## config.mk

```make
export PLATFORM = sky130hd
export DESIGN_NAME = pn_expr_driver_flat
export DESIGN_NICKNAME = d
export VERILOG_FILES = /design/src/rtl/pn_pkg.sv /design/src/rtl/pn_expr_driver_if.sv /design/src/rtl/pn_tok_serializer.sv /design/src/rtl/pn_expr_driver.sv /design/src/flat_wrapper.sv
export SDC_FILE = /design/constraint.sdc
export NUM_CORES = 1
export LEC_CHECK = 0
export BUFFER_PORTS_ARGS = -buffer_cell sky130_fd_sc_hd__buf_2
export CAP_MARGIN = 0
export CORE_MARGIN = 10
export CORE_UTILIZATION = 54
export DETAILED_ROUTE_END_ITERATION = 10
export PLACE_DENSITY = 0.79
export SLEW_MARGIN = 30
export SYNTH_ARGS = -nofsm -noshare
export SYNTH_HDL_FRONTEND = slang
export SYNTH_HIERARCHICAL = 1
export SYNTH_SLANG_ARGS = --single-unit
```

## constraint.sdc

```tcl
create_clock -name clk -period 5.5 [get_ports clk]
set_input_delay 0.55 -clock clk [delete_from_list [all_inputs] [get_ports clk]]
set_output_delay 0.55 -clock clk [all_outputs]
set_load 0.05 [all_outputs]
```

## src/rtl/pn_pkg.sv

```systemverilog
// Shared definitions for the PN calculator token driver: modes, opcodes,
// error codes and the transaction state encoding.
package pn_pkg;

    localparam int PN_TOK_W      = 4;
    localparam int PN_TOKENS_MAX = 12;

    localparam logic [1:0] PN_PRE_GRP  = 2'd0;
    localparam logic [1:0] PN_POST_GRP = 2'd1;
    localparam logic [1:0] PN_PRE_STK  = 2'd2;
    localparam logic [1:0] PN_POST_STK = 2'd3;

    localparam logic [2:0] OP_ADD     = 3'd0;
    localparam logic [2:0] OP_SUB     = 3'd1;
    localparam logic [2:0] OP_MUL     = 3'd2;
    localparam logic [2:0] OP_ABS_SUM = 3'd3;

    localparam logic [1:0] ERR_OK      = 2'd0;
    localparam logic [1:0] ERR_CFG     = 2'd1;
    localparam logic [1:0] ERR_TIMEOUT = 2'd2;
    localparam logic [1:0] ERR_COUNT   = 2'd3;

    typedef enum logic [2:0] {
        ST_IDLE,
        ST_CHECK,
        ST_SEND,
        ST_WAIT,
        ST_COLLECT,
        ST_FIN,
        ST_GAP
    } pn_state_e;

    function automatic logic isStackMode(input logic [1:0] mode);
        return (mode == PN_PRE_STK) || (mode == PN_POST_STK);
    endfunction

    // Group modes yield one result per 3-token group; stack modes fold to one result.
    function automatic logic [2:0] expectedCount(input logic [1:0] mode, input logic [3:0] len);
        logic [3:0] groups;
        groups = len / 4'd3;
        return isStackMode(mode) ? 3'd1 : groups[2:0];
    endfunction

endpackage

```

## src/rtl/pn_expr_driver_if.sv

```systemverilog
// Token/result bus between the expression driver and the PN calculator.
interface pn_expr_driver_if;

    logic [1:0]         pnMode;
    logic               pnOperator;
    logic [2:0]         pnIn;
    logic               pnInValid;
    logic               pnOutValid;
    logic signed [31:0] pnOut;

    modport master (
        output pnMode, pnOperator, pnIn, pnInValid,
        input  pnOutValid, pnOut
    );

    modport slave (
        input  pnMode, pnOperator, pnIn, pnInValid,
        output pnOutValid, pnOut
    );

endinterface

```

## src/rtl/pn_tok_serializer.sv

```systemverilog
// Holds the packed token vector and emits one token per cycle, with the
// calculator mode attached to the first token only.
module pn_tok_serializer
    import pn_pkg::*;
#(
    parameter int TOKENS_MAX = PN_TOKENS_MAX
) (
    input  logic                           clk,
    input  logic                           rst_n,
    input  logic                           load_i,
    input  logic [PN_TOK_W*TOKENS_MAX-1:0] tokens_i,
    input  logic                           go_i,
    input  logic [1:0]                     mode_i,
    input  logic [3:0]                     len_i,
    output logic [1:0]                     pnMode_o,
    output logic                           pnOperator_o,
    output logic [2:0]                     pnIn_o,
    output logic                           pnInValid_o,
    output logic                           last_o
);

    logic [PN_TOK_W*TOKENS_MAX-1:0] tokQ, tokD;
    logic [3:0] remQ, remD;
    logic       validQ, validD;
    logic [1:0] modeQ, modeD;
    logic       opQ, opD;
    logic [2:0] inQ, inD;

    // Token fields default to zero so the bus is quiet whenever valid is low.
    always_comb begin
        tokD   = tokQ;
        remD   = remQ;
        validD = 1'b0;
        modeD  = 2'd0;
        opD    = 1'b0;
        inD    = 3'd0;
        if (load_i) begin
            tokD = tokens_i;
        end else if (go_i) begin
            validD = 1'b1;
            modeD  = mode_i;
            opD    = tokQ[3];
            inD    = tokQ[2:0];
            remD   = len_i - 4'd1;
            tokD   = tokQ >> PN_TOK_W;
        end else if (validQ && remQ != 4'd0) begin
            validD = 1'b1;
            opD    = tokQ[3];
            inD    = tokQ[2:0];
            remD   = remQ - 4'd1;
            tokD   = tokQ >> PN_TOK_W;
        end
    end

    always_ff @(posedge clk or negedge rst_n) begin
        if (!rst_n) begin
            tokQ   <= '0;
            remQ   <= 4'd0;
            validQ <= 1'b0;
            modeQ  <= 2'd0;
            opQ    <= 1'b0;
            inQ    <= 3'd0;
        end else begin
            tokQ   <= tokD;
            remQ   <= remD;
            validQ <= validD;
            modeQ  <= modeD;
            opQ    <= opD;
            inQ    <= inD;
        end
    end

    assign pnMode_o     = modeQ;
    assign pnOperator_o = opQ;
    assign pnIn_o       = inQ;
    assign pnInValid_o  = validQ;
    assign last_o       = validQ && (remQ == 4'd0);

endmodule

```

## src/rtl/pn_expr_driver.sv

```systemverilog
// Streams a packed PN expression into the calculator, then collects and
// checks the result burst with timeout and count checking.
module pn_expr_driver
    import pn_pkg::*;
#(
    parameter int TOKENS_MAX = PN_TOKENS_MAX,
    parameter int TIMEOUT    = 1024,
    parameter int GAP_CYCLES = 2
) (
    input  logic                           clk,
    input  logic                           rst_n,
    input  logic                           start_i,
    input  logic [1:0]                     cfgMode_i,
    input  logic [3:0]                     cfgLen_i,
    input  logic [PN_TOK_W*TOKENS_MAX-1:0] cfgTokens_i,
    output logic                           busy_o,
    output logic                           done_o,
    output logic [1:0]                     err_o,
    output logic [2:0]                     resCnt_o,
    output logic [127:0]                   resData_o,
    pn_expr_driver_if.master               pn
);

    localparam int TO_W  = (TIMEOUT > 2) ? $clog2(TIMEOUT) : 1;
    localparam int GAP_W = (GAP_CYCLES > 2) ? $clog2(GAP_CYCLES) : 1;

    pn_state_e      stateQ;
    logic [1:0]     modeQ;
    logic [3:0]     lenQ;
    logic [2:0]     expQ;
    logic [2:0]     resCntQ;
    logic [127:0]   resDataQ;
    logic [1:0]     errQ;
    logic           busyQ;
    logic           doneQ;
    logic           overrunQ;
    logic [TO_W-1:0]  toCntQ;
    logic [GAP_W-1:0] gapCntQ;

    logic cfgBad;
    logic serLoad;
    logic serGo;
    logic serLast;

    assign cfgBad  = (lenQ == 4'd0) || (int'(lenQ) > TOKENS_MAX) ||
                     (!isStackMode(modeQ) && (lenQ % 4'd3 != 4'd0));
    assign serLoad = (stateQ == ST_IDLE) && start_i;
    assign serGo   = (stateQ == ST_CHECK) && !cfgBad;

    pn_tok_serializer #(
        .TOKENS_MAX (TOKENS_MAX)
    ) u_ser (
        .clk          (clk),
        .rst_n        (rst_n),
        .load_i       (serLoad),
        .tokens_i     (cfgTokens_i),
        .go_i         (serGo),
        .mode_i       (modeQ),
        .len_i        (lenQ),
        .pnMode_o     (pn.pnMode),
        .pnOperator_o (pn.pnOperator),
        .pnIn_o       (pn.pnIn),
        .pnInValid_o  (pn.pnInValid),
        .last_o       (serLast)
    );

    // done is raised on the transition into FIN, so it is high exactly while in FIN.
    always_ff @(posedge clk or negedge rst_n) begin
        if (!rst_n) begin
            stateQ   <= ST_IDLE;
            modeQ    <= 2'd0;
            lenQ     <= 4'd0;
            expQ     <= 3'd0;
            resCntQ  <= 3'd0;
            resDataQ <= '0;
            errQ     <= ERR_OK;
            busyQ    <= 1'b0;
            doneQ    <= 1'b0;
            overrunQ <= 1'b0;
            toCntQ   <= '0;
            gapCntQ  <= '0;
        end else begin
            doneQ <= 1'b0;
            case (stateQ)
                ST_IDLE: begin
                    if (start_i) begin
                        modeQ    <= cfgMode_i;
                        lenQ     <= cfgLen_i;
                        resDataQ <= '0;
                        resCntQ  <= 3'd0;
                        errQ     <= ERR_OK;
                        overrunQ <= 1'b0;
                        busyQ    <= 1'b1;
                        stateQ   <= ST_CHECK;
                    end
                end
                ST_CHECK: begin
                    if (cfgBad) begin
                        errQ   <= ERR_CFG;
                        doneQ  <= 1'b1;
                        stateQ <= ST_FIN;
                    end else begin
                        expQ   <= expectedCount(modeQ, lenQ);
                        stateQ <= ST_SEND;
                    end
                end
                ST_SEND: begin
                    if (serLast) begin
                        toCntQ <= '0;
                        stateQ <= ST_WAIT;
                    end
                end
                ST_WAIT: begin
                    if (pn.pnOutValid) begin
                        resDataQ[31:0] <= pn.pnOut;
                        resCntQ        <= 3'd1;
                        stateQ         <= ST_COLLECT;
                    end else if (toCntQ == TO_W'(TIMEOUT - 1)) begin
                        errQ   <= ERR_TIMEOUT;
                        doneQ  <= 1'b1;
                        stateQ <= ST_FIN;
                    end else begin
                        toCntQ <= toCntQ + 1'b1;
                    end
                end
                ST_COLLECT: begin
                    // Results past the expected count are dropped but remembered as overrun.
                    if (pn.pnOutValid) begin
                        if (resCntQ < 3'd4 && resCntQ < expQ) begin
                            for (int i = 0; i < 4; i++) begin
                                if (resCntQ == 3'(i)) resDataQ[32*i +: 32] <= pn.pnOut;
                            end
                            resCntQ <= resCntQ + 3'd1;
                        end else begin
                            overrunQ <= 1'b1;
                        end
                    end else begin
                        errQ   <= (overrunQ || resCntQ != expQ) ? ERR_COUNT : ERR_OK;
                        doneQ  <= 1'b1;
                        stateQ <= ST_FIN;
                    end
                end
                ST_FIN: begin
                    gapCntQ <= '0;
                    stateQ  <= ST_GAP;
                end
                ST_GAP: begin
                    if (gapCntQ == GAP_W'(GAP_CYCLES - 1)) begin
                        busyQ  <= 1'b0;
                        stateQ <= ST_IDLE;
                    end else begin
                        gapCntQ <= gapCntQ + 1'b1;
                    end
                end
                default: stateQ <= ST_IDLE;
            endcase
        end
    end

    assign busy_o    = busyQ;
    assign done_o    = doneQ;
    assign err_o     = errQ;
    assign resCnt_o  = resCntQ;
    assign resData_o = resDataQ;

endmodule

```

## src/flat_wrapper.sv

```systemverilog
// flat-port wrapper written by rule: the top's interface ports become plain ports
module pn_expr_driver_flat import pn_pkg::*;
#(
    parameter int TOKENS_MAX = PN_TOKENS_MAX,
    parameter int TIMEOUT    = 1024,
    parameter int GAP_CYCLES = 2
)
  (clk, rst_n, start_i, cfgMode_i, cfgLen_i, cfgTokens_i, busy_o, done_o, err_o, resCnt_o, resData_o, pn_pnMode, pn_pnOperator, pn_pnIn, pn_pnInValid, pn_pnOutValid, pn_pnOut);
  pn_expr_driver_if pn_i ();
  input  logic clk;
  input  logic rst_n;
  input  logic start_i;
  input  logic [1:0] cfgMode_i;
  input  logic [3:0] cfgLen_i;
  input  logic [PN_TOK_W*TOKENS_MAX-1:0] cfgTokens_i;
  output logic busy_o;
  output logic done_o;
  output logic [1:0] err_o;
  output logic [2:0] resCnt_o;
  output logic [127:0] resData_o;
  output wire logic [$bits(pn_i.pnMode)-1:0] pn_pnMode;
  output wire logic [$bits(pn_i.pnOperator)-1:0] pn_pnOperator;
  output wire logic [$bits(pn_i.pnIn)-1:0] pn_pnIn;
  output wire logic [$bits(pn_i.pnInValid)-1:0] pn_pnInValid;
  input wire logic [$bits(pn_i.pnOutValid)-1:0] pn_pnOutValid;
  input wire logic [$bits(pn_i.pnOut)-1:0] pn_pnOut;
  assign pn_pnMode = pn_i.pnMode;
  assign pn_pnOperator = pn_i.pnOperator;
  assign pn_pnIn = pn_i.pnIn;
  assign pn_pnInValid = pn_i.pnInValid;
  assign pn_i.pnOutValid = pn_pnOutValid;
  assign pn_i.pnOut = pn_pnOut;
  pn_expr_driver #(.TOKENS_MAX(TOKENS_MAX), .TIMEOUT(TIMEOUT), .GAP_CYCLES(GAP_CYCLES)) u_core (.clk(clk), .rst_n(rst_n), .start_i(start_i), .cfgMode_i(cfgMode_i), .cfgLen_i(cfgLen_i), .cfgTokens_i(cfgTokens_i), .busy_o(busy_o), .done_o(done_o), .err_o(err_o), .resCnt_o(resCnt_o), .resData_o(resData_o), .pn(pn_i));
endmodule
```

==> metrics.txt, run 1 <==
largest net degree at the start of global routing=131; post-synthesis cell type with the largest combined area=sky130_fd_sc_hd__dfrtp_1; Total Power Consumption=7.860 mW; distinct cell type count of the synthesized netlist=68; clock tree sinks=218; kind of path behind the tightest hold check=in2reg; number of global-route vias before repair=7108; Initial Util=0.5516; wire length per cell=just under 20 µm; top cells by count, synth=sky130_fd_sc_hd__dfrtp_1 (218), sky130_fd_sc_hd__mux2_2 (102), sky130_fd_sc_hd__and2_1 (49); leading register cell type out of synthesis=sky130_fd_sc_hd__dfrtp_1; x dimension of the die=between 150 and 200 µm; Layout Skew=0.007694 ns; layout cell share with drive strength beyond 1=0.4094; Post-Syn Area per Cell=12.86 µm²; number of antenna violations at the first check in global routing=0; end of the worst register-to-register path=u_core/u_ser/tokQ[8]; number of buffers created by CTS=23; ys async rst share=1.000; Post-Place Worst Slack=1.292 ns; final worst-path cycle share=0.7785; Setup TNS Final=0 ns; Clk pin slew, worst setup/hold paths=0.06 ns; outcome=finished clean; Inst Count DP=between 1000 and 1500; headroom to the max-slew limit=0.3785; post-detail-place hpwl=16670 µm; crit path capture type=flip-flop; hold endpoint=u_core/u_ser/tokQ[44]; crit path max fanout=27; YS warnings=6; latest clock arrival within the worst-skew pair=0.50 ns; share of synthesized area occupied by flip-flops and latches=0.5717; maximum clock rate=0.2336 GHz; CTS max path bufs=3; antenna diode count=0; non-filler instance count after layout=1207; Final Worst Setup Slack=~1.2 ns; number of port buffers=231; final number of hold-violating endpoints=0; Top-Level Pins=232; dpl cell area=10830 µm²; slack of the worst reg-to-reg path=1.22 ns; Post-synth EDFFs=0; leakage=6.079 nW; Worst-Margin Slew=approximately 0.93 ns; endpoint arrival time on the critical path=4.72 ns; vertical extent of the die=approximately 150 µm; net count reported at finish=between 1000 and 1500; portion of synthesized cell area occupied by the leading cell type=0.5717; sort of element at the start of the critical path=flip-flop; wire length of the first global-routing pass=just under 40000 µm; power per cell area=677.3 nW/µm²; gate count after technology mapping=742; Max Slew Vio Count=0; area of the core=17300 µm²; synthesis-stage register bit count=218; sum of routed wire length over all layers=23730 µm; Data required, critical path=5.94 ns; cell with the largest stage delay on the worst path=sky130_fd_sc_hd__a21oi_4; global placer's final weighted congestion=0.8517; Via density=5.658; synth top area cells=sky130_fd_sc_hd__dfrtp_1 (57%), sky130_fd_sc_hd__mux2_2 (12%), sky130_fd_sc_hd__a221o_1 (4.7%); clock period minus worst slack=approximately 4.3 ns; post-CTS resize count=0; level count of the clock H-tree=1; startpoint of the worst hold path=cfgTokens_i[44]; WS Path Type=reg2reg; mapped cell area=9542 µm²; setup repair after global routing missed its margin=false; global-route total usage across every layer=0.1953; worst hold slack after final layout=0.2572 ns; total via count in the routed design=6829; area grow syn2layout=21.62%; number of cells on the worst reg-to-reg path=18; residual DRC count=0; final setup violating endpoints=0; count leader, synth=sky130_fd_sc_hd__dfrtp_1; number of nets still failing antenna checks after routing=0; final design area excluding fillers=11600 µm²; post-route core utilization=0.6709; buffers inserted during post-CTS setup optimization=0; sum of overflow across all layers after global routing=0; VDD IR-drop max=~0.00042 V; count of standard-cell rows=48; number of maximum-capacitance constraint violations=0; root buffer selected by CTS=sky130_fd_sc_hd__clkbuf_16; clock tree from TritonCTS=done; violation count after the first detailed-routing iteration=approximately 380; number of optimization iterations in the first detailed-route pass=4; Cells on Worst Hold Path=3; cell breakdown of the critical path=nand2b_1 -> inv_1 -> ha_1 -> inv_1 -> ha_1 -> o211ai_1 -> o21ai_0 -> ha_1 -> nor2b_1 -> mux2i_1 -> o221a_2 -> o221a_4 -> nor2_1 -> buf_4 -> inv_1 -> a21oi_4 -> buf_4 -> a221o_1; delay of the slowest cell on the worst path=~0.53 ns; startpoint of the most critical register-to-register path=u_core/lenQ[3]; Synthesized Nets=845; overall die area=23390 µm²
[worst max-delay path, delay by kind of cell, from the launching register on]
family                   cells  cell delay [ns]
flip-flops                   1             0.45
buffers and inverters        5             0.87
AND/OR/NAND/NOR              3             0.53
AO/OA/AOI/OAI                6             1.48
multiplexers                 1             0.11
adder cells (fa/ha/maj)      3             0.73
[placed cells by master, fill, tap and decap left out, types with 25 or more instances in the layout]
cell type	Yosys	final
sky130_fd_sc_hd__buf_2	13	230
sky130_fd_sc_hd__dfrtp_1	218	218
sky130_fd_sc_hd__mux2_2	102	102
sky130_fd_sc_hd__and2_1	49	49
sky130_fd_sc_hd__a221o_1	45	45
sky130_fd_sc_hd__and3_1	33	33
sky130_fd_sc_hd__a22o_1	32	32
sky130_fd_sc_hd__nand2_1	26	26
sky130_fd_sc_hd__nor2_1	27	25
[where the power goes]
group          switching, mW  leakage, nW  internal, mW
clock                  0.621        0.363         0.878
combinational           2.50         2.83          1.25
sequential             0.423         2.88          2.19
[layer usage]
metal,up-vias,track usage,wire length (µm)
met5,-,0,0
met4,0,0.05041,360
met3,28,0.05864,1894
met2,255,0.3146,11180
met1,3380,0.2523,10290
li1,3166,-,-
[repair_timing]
item                       4_1_cts  5_1_grt
hold buffers                     0        1
hold endpoints to repair         0       39
setup endpoints to repair        0        0
[logic make-up after synthesis]
logic type	synth area share
buffers and inverters	0.03527
xor gates and xnor gates	0.009180
AOI/OAI and AO/OA	0.1284
and+or+nand+nor	0.1116
adders and majority gates	0.01705
muxes	0.1268
DFF	0.5717
[layout make-up]
cell class                 instances  area (µm²)
clock buffer                      32       649.4
clock inverter                    10       90.09
fill                            1253        5692
inverter                          16       60.06
multi-input combinational        461        3775
sequential                       218        5455
tap                              225       281.5
timing repair buffer             245        1294
[worst max-delay path by stage]
stage,start,end,slack [ns],depth (start not counted)
final,u_core/lenQ[3],u_core/u_ser/tokQ[8],1.22,18
after global routing,u_core/lenQ[3],u_core/u_ser/tokQ[18],0.83,18
after CTS,u_core/lenQ[3],u_core/u_ser/tokQ[8],1.26,18
after detailed placement,u_core/lenQ[3],u_core/u_ser/tokQ[17],1.29,18
after global placement,u_core/lenQ[3],u_core/u_ser/tokQ[4],1.47,18
after floorplan,u_core/lenQ[3],u_core/u_ser/remQ[2],1.59,20
[registers in the layout (all words and copies together), names as in the netlist, 2 cells and up]
| signal | cells |
|---|---|
| u_core/resCnt_o | 3 |
| u_core/resData_o | 128 |
| u_core/u_ser/pnIn_o | 3 |
| u_core/u_ser/remQ | 4 |
| u_core/toCntQ | 10 |
| u_core/expQ | 3 |
| u_core/lenQ | 4 |
| u_core/modeQ | 2 |
| u_core/u_ser/pnMode_o | 2 |
| u_core/u_ser/tokQ | 48 |
| u_core/err_o | 2 |
| u_core/stateQ | 3 |
Power figures use the tool's default switching activity.
==> run 2, diff against run 1 <==
==> constraint.sdc (replaced) <==
create_clock -name clk -period 4.3 [get_ports clk]
set_input_delay 0.43 -clock clk [delete_from_list [all_inputs] [get_ports clk]]
set_output_delay 0.43 -clock clk [all_outputs]
set_load 0.05 [all_outputs]
==> metrics.txt, run 2 (same netlist as run 1, synthesis figures left out) <==
largest net degree at the start of global routing=122; crit path max fanout=13; WS Path Type=reg2reg; outcome=finished clean; Initial Util=0.5516; antenna diode count=0; maximum clock rate=0.2588 GHz; startpoint of the worst hold path=cfgMode_i[1]; vertical extent of the die=152.9 µm; sum of overflow across all layers after global routing=0; power per cell area=874.7 nW/µm²; Fillers=between 1000 and 1500; number of antenna violations at the first check in global routing=0; VDD IR-drop max=0.0005611 V; global placer's final weighted congestion=0.8356; wire length of the first global-routing pass=39110 µm; max reg flops=128; crit path capture type=flip-flop; sort of element at the start of the critical path=flip-flop; buffers inserted during post-CTS setup optimization=0; leading cell type in the layout, fill and taps excluded=sky130_fd_sc_hd__buf_2; Final Worst Setup Slack=0.4367 ns; dpl cell area=10850 µm²; final worst-path cycle share=0.8984; total via count in the routed design=6869; Setup TNS Final=0 ns; Clk pin slew, worst setup/hold paths=0.06 ns; violation count after the first detailed-routing iteration=about 440; final design area excluding fillers=11690 µm²; net count reported at finish=1069; wire length per cell=just under 20 µm; Max Slew Vio Count=0; global-route total usage across every layer=0.1970; hold endpoint=u_core/modeQ[1]; Worst-Margin Slew=0.8970 ns; number of cells on the worst reg-to-reg path=19; Total Power Consumption=10.23 mW; Cells on Worst Hold Path=3; setup repair after global routing missed its margin=false; layout cell share with drive strength beyond 1=0.4120; level count of the clock H-tree=1; number of nets still failing antenna checks after routing=0; startpoint of the most critical register-to-register path=u_core/lenQ[3]; Layout Skew=0.01665 ns; Via density=5.686; leakage=6.126 nW; area of the core=17300 µm²; count of standard-cell rows=48; latest clock arrival within the worst-skew pair=0.51 ns; residual DRC count=0; number of optimization iterations in the first detailed-route pass=4; Top-Level Pins=232; endpoint arrival time on the critical path=4.29 ns; x dimension of the die=~150 µm; number of maximum-capacitance constraint violations=0; final setup violating endpoints=0; leading cell types in the layout, fill and taps excluded=sky130_fd_sc_hd__buf_2 (230), sky130_fd_sc_hd__dfrtp_1 (218), sky130_fd_sc_hd__mux2_2 (102); number of buffers created by CTS=23; final number of hold-violating endpoints=0; kind of path behind the tightest hold check=in2reg; clock tree sinks=218; area grow syn2layout=22.55%; overall die area=23390 µm²; CTS max path bufs=3; Data required, critical path=4.73 ns; number of port buffers=roughly 230; sum of routed wire length over all layers=approximately 24000 µm; number of global-route vias before repair=7134; Post-Place Worst Slack=0.4086 ns; root buffer selected by CTS=sky130_fd_sc_hd__clkbuf_16; end of the worst register-to-register path=u_core/u_ser/remQ[2]; post-detail-place hpwl=16780 µm; slack of the worst reg-to-reg path=between 0.4 and 0.5 ns; clock tree from TritonCTS=done; clock period minus worst slack=3.863 ns; headroom to the max-slew limit=0.4020
run 2: changes by cell type in the layout (fill, tap and decap cells not counted):
cell / previous run / this run
sky130_fd_sc_hd__ha_2: 0 / 1
sky130_fd_sc_hd__ha_1: 13 / 12
sky130_fd_sc_hd__clkinv_2: 5 / 4
sky130_fd_sc_hd__clkbuf_8: 4 / 7
sky130_fd_sc_hd__inv_8: 1 / 0
sky130_fd_sc_hd__clkinvlp_4: 2 / 0
sky130_fd_sc_hd__buf_12: 0 / 1
sky130_fd_sc_hd__clkbuf_1: 5 / 4
sky130_fd_sc_hd__bufinv_16: 1 / 3
run 2: worst max-delay path, stage by stage (launching register included):
cell,delay [ns]
sky130_fd_sc_hd__dfrtp_1,0.46
sky130_fd_sc_hd__nand2b_1,0.24
sky130_fd_sc_hd__inv_1,0.07
sky130_fd_sc_hd__ha_1,0.17
sky130_fd_sc_hd__inv_1,0.05
sky130_fd_sc_hd__ha_2,0.24
sky130_fd_sc_hd__o211ai_1,0.10
sky130_fd_sc_hd__o21ai_0,0.10
sky130_fd_sc_hd__ha_1,0.25
sky130_fd_sc_hd__nor2b_1,0.22
sky130_fd_sc_hd__mux2i_1,0.11
sky130_fd_sc_hd__o221a_2,0.26
sky130_fd_sc_hd__o221a_4,0.24
sky130_fd_sc_hd__nor2_1,0.11
sky130_fd_sc_hd__buf_4,0.22
sky130_fd_sc_hd__mux2i_1,0.22
sky130_fd_sc_hd__ha_1,0.23
sky130_fd_sc_hd__xnor2_1,0.08
sky130_fd_sc_hd__a211o_1,0.29
sky130_fd_sc_hd__a21oi_1,0.13
run 2: worst max-delay path by stage:
| stage | slack (ns) | cells past startpoint | start | to |
|---|---|---|---|---|
| after floorplan | 0.39 | 20 | u_core/lenQ[3] | u_core/u_ser/remQ[2] |
| after global placement | 0.61 | 19 | u_core/lenQ[3] | u_core/u_ser/remQ[2] |
| after detailed placement | 0.41 | 19 | u_core/lenQ[3] | u_core/u_ser/remQ[2] |
| after CTS | 0.38 | 19 | u_core/lenQ[3] | u_core/u_ser/remQ[2] |
| after global routing | 0.08 | 19 | u_core/lenQ[3] | u_core/u_ser/remQ[2] |
| final | 0.44 | 19 | u_core/lenQ[3] | u_core/u_ser/remQ[2] |
run 2: timing repair:
item	in CTS	in global routing
setup endpoints to repair	0	1
hold buffers	0	1
hold endpoints to repair	0	33
gates resized for setup	0	1
run 2: where the power goes:
part | internal, mW | switching [mW]
clock network | 1.28 | 0.783
logic | 1.62 | 3.19
registers | 2.80 | 0.556
run 2: metrics by stage:
stage	hold slack (ns)	util	instances
detailed placement	0.4737	0.6271	1164
CTS	0.1067	0.6737	1206
floorplan	0.1344	-	742
finish	0.1310	0.6761	1208
global placement	0.4580	0.6271	1164
global route	0.1450	0.6761	1208
run 2: metal layers:
metal,part of all wire,global-route usage,vias up
li1,-,-,3176
met2,0.48,0.3253,276
met1,0.42,0.2542,3386
met3,0.081,0.05051,31
met5,0,0,-
met4,0.017,0.04768,0
run 2: final cells by class:
type / count / area (µm²) / area share
Tap cell: 225 / 281.5 / 0.02407
Inverter: 16 / 60.06 / 0.005136
Sequential cell: 218 / 5455 / 0.4665
Clock buffer: 34 / 686.9 / 0.05874
Clock inverter: 8 / 118.9 / 0.01016
Multi-Input combinational cell: 461 / 3777 / 0.3230
Timing Repair Buffer: 246 / 1314 / 0.1123
==> run 3, diff against run 2 <==
--- a/config.mk
+++ b/config.mk
@@ -7,9 +7,11 @@
 export LEC_CHECK = 0
 export BUFFER_PORTS_ARGS = -buffer_cell sky130_fd_sc_hd__buf_2
 export CAP_MARGIN = 0
+export CORE_ASPECT_RATIO = 1.1
 export CORE_MARGIN = 10
 export CORE_UTILIZATION = 54
 export DETAILED_ROUTE_END_ITERATION = 10
+export MAX_ROUTING_LAYER = met4
 export PLACE_DENSITY = 0.79
 export SLEW_MARGIN = 30
 export SYNTH_ARGS = -nofsm -noshare
==> metrics.txt, run 3 (same netlist as run 1, synthesis figures left out) <==
Inst Count DP=~1200; number of port buffers=231; headroom to the max-slew limit=0.3661; Setup TNS Final=0 ns; leading cell types in the layout, fill and taps excluded=sky130_fd_sc_hd__buf_2 (230), sky130_fd_sc_hd__dfrtp_1 (218), sky130_fd_sc_hd__mux2_2 (102); number of maximum-capacitance constraint violations=0; area grow syn2layout=22.29%; wire length of the first global-routing pass=38660 µm; area of the core=17200 µm²; cell occurring most often along the worst timing path=sky130_fd_sc_hd__ha_1; violation count after the first detailed-routing iteration=424; cell breakdown of the critical path=nand2b_1 -> inv_1 -> ha_1 -> inv_1 -> ha_1 -> o211ai_1 -> o21ai_0 -> ha_1 -> nor2b_1 -> mux2i_1 -> o221a_2 -> o221a_4 -> nor2_2 -> mux2i_1 -> ha_1 -> and4b_1 -> a211o_1 -> a21oi_1; Data required, critical path=4.70 ns; cell with the largest stage delay on the worst path=sky130_fd_sc_hd__dfrtp_1; post-route core utilization=0.6783; hold endpoint=u_core/modeQ[1]; power per cell area=875.3 nW/µm²; sum of routed wire length over all layers=roughly 24000 µm; number of global-route vias before repair=between 7000 and 8000; final setup violating endpoints=0; crit path max fanout=9; kind of path behind the tightest hold check=in2reg; CTS max path bufs=3; residual DRC count=0; layout cell share with drive strength beyond 1=0.4134; latest clock arrival within the worst-skew pair=0.50 ns; level count of the clock H-tree=1; overall die area=23390 µm²; leakage=between 6 and 7 nW; buffers inserted during post-CTS setup optimization=0; Post-Place Worst Slack=0.1711 ns; slack of the worst reg-to-reg path=~0.33 ns; Clk pin slew, worst setup/hold paths=0.06 ns; net count reported at finish=1068; VDD IR-drop max=0.0004533 V; startpoint of the worst hold path=cfgMode_i[1]; number of cells on the worst reg-to-reg path=18; WS Path Type=reg2reg; sort of element at the start of the critical path=flip-flop; number of optimization iterations in the first detailed-route pass=4; startpoint of the most critical register-to-register path=u_core/lenQ[3]; number of antenna violations at the first check in global routing=0; root buffer selected by CTS=sky130_fd_sc_hd__clkbuf_16; largest net degree at the start of global routing=98; max reg flops=about 130; Cells on Worst Hold Path=3; total via count in the routed design=a little under 7000; final worst-path cycle share=0.9228; post-detail-place hpwl=16990 µm; setup repair after global routing missed its margin=false; x dimension of the die=146.7 µm; non-filler instance count after layout=roughly 1200; delay of the slowest cell on the worst path=0.45 ns; worst hold slack after final layout=0.1477 ns; leading cell type in the layout, fill and taps excluded=sky130_fd_sc_hd__buf_2; sum of overflow across all layers after global routing=0; clock period minus worst slack=3.968 ns; clock tree from TritonCTS=done; Max Slew Vio Count=0; number of buffers created by CTS=23; global placer's final weighted congestion=0.8476; Worst-Margin Slew=~0.95 ns; count of standard-cell rows=50; number of nets still failing antenna checks after routing=0; final number of hold-violating endpoints=0; antenna diode count=0; Final Worst Setup Slack=0.3321 ns; Top-Level Pins=232; crit path capture type=flip-flop; outcome=finished clean; Via density=5.643; end of the worst register-to-register path=u_core/u_ser/remQ[2]; maximum clock rate=about 0.25 GHz; endpoint arrival time on the critical path=4.37 ns; family with the most delay on the worst path=compound AO/OA/AOI/OAI gates; WP buf/inv=2; Initial Util=0.5546; wire length per cell=between 15 and 20 µm; vertical extent of the die=between 150 and 200 µm; Worst path depth=18; Layout Skew=0.02367 ns; global-route total usage across every layer=0.2017; clock tree sinks=218
-- run 3: area by class of cell --
type                    count  area, µm²
clock buffers              30      651.9
repair buffers            245       1289
inverters                  16      60.06
multi-input cells         461       3777
well taps                 234      292.8
flip-flops and latches    218       5455
fillers                  1274       5535
clock inverters            12      142.6
-- run 3: per-stage QoR --
step                      power (mW)  cell area [µm²]
after floorplan                7.032             9542
after global placement         8.061            10860
after detailed placement       8.190            10860
after CTS                      10.27            11660
after global routing           10.77            11670
final                          10.21            11670
-- run 3: power breakdown --
part / total [mW] / internal, mW / switching, mW
registers: 3.36 / 2.80 / 0.559
clock network: 2.04 / 1.25 / 0.789
logic: 4.81 / 1.61 / 3.20
-- run 3: layer usage --
layer / wire length (µm) / global-route usage
met4: 294 / 0.03734
met1: 10750 / 0.2715
met3: 1908 / 0.04401
met2: 11210 / 0.3107
met5: 0 / -
-- run 3: worst max path at each step --
stage	startpoint	endpoint	slack, ns
6_report	u_core/lenQ[3]	u_core/u_ser/remQ[2]	0.33
5_1_grt	u_core/lenQ[2]	u_core/u_ser/remQ[2]	0.10
4_1_cts	u_core/lenQ[3]	u_core/u_ser/tokQ[13]	0.13
3_5_place_dp	u_core/lenQ[3]	u_core/u_ser/remQ[1]	0.17
3_3_place_gp	u_core/lenQ[3]	u_core/u_ser/remQ[1]	0.36
2_1_floorplan	u_core/lenQ[3]	u_core/u_ser/remQ[2]	0.39
-- run 3: worst min-delay path, stage by stage --
cell and delay (ns):
sky130_fd_sc_hd__buf_2 0.07, sky130_fd_sc_hd__nand2_1 0.03, sky130_fd_sc_hd__o21ai_0 0.06
-- run 3: repair_timing --
action / 4_1_cts / 5_1_grt
hold endpoints to repair: 1 / 0
hold buffers: 1 / 0
gates resized for setup: 0 / 2
setup endpoints to repair: 0 / 50
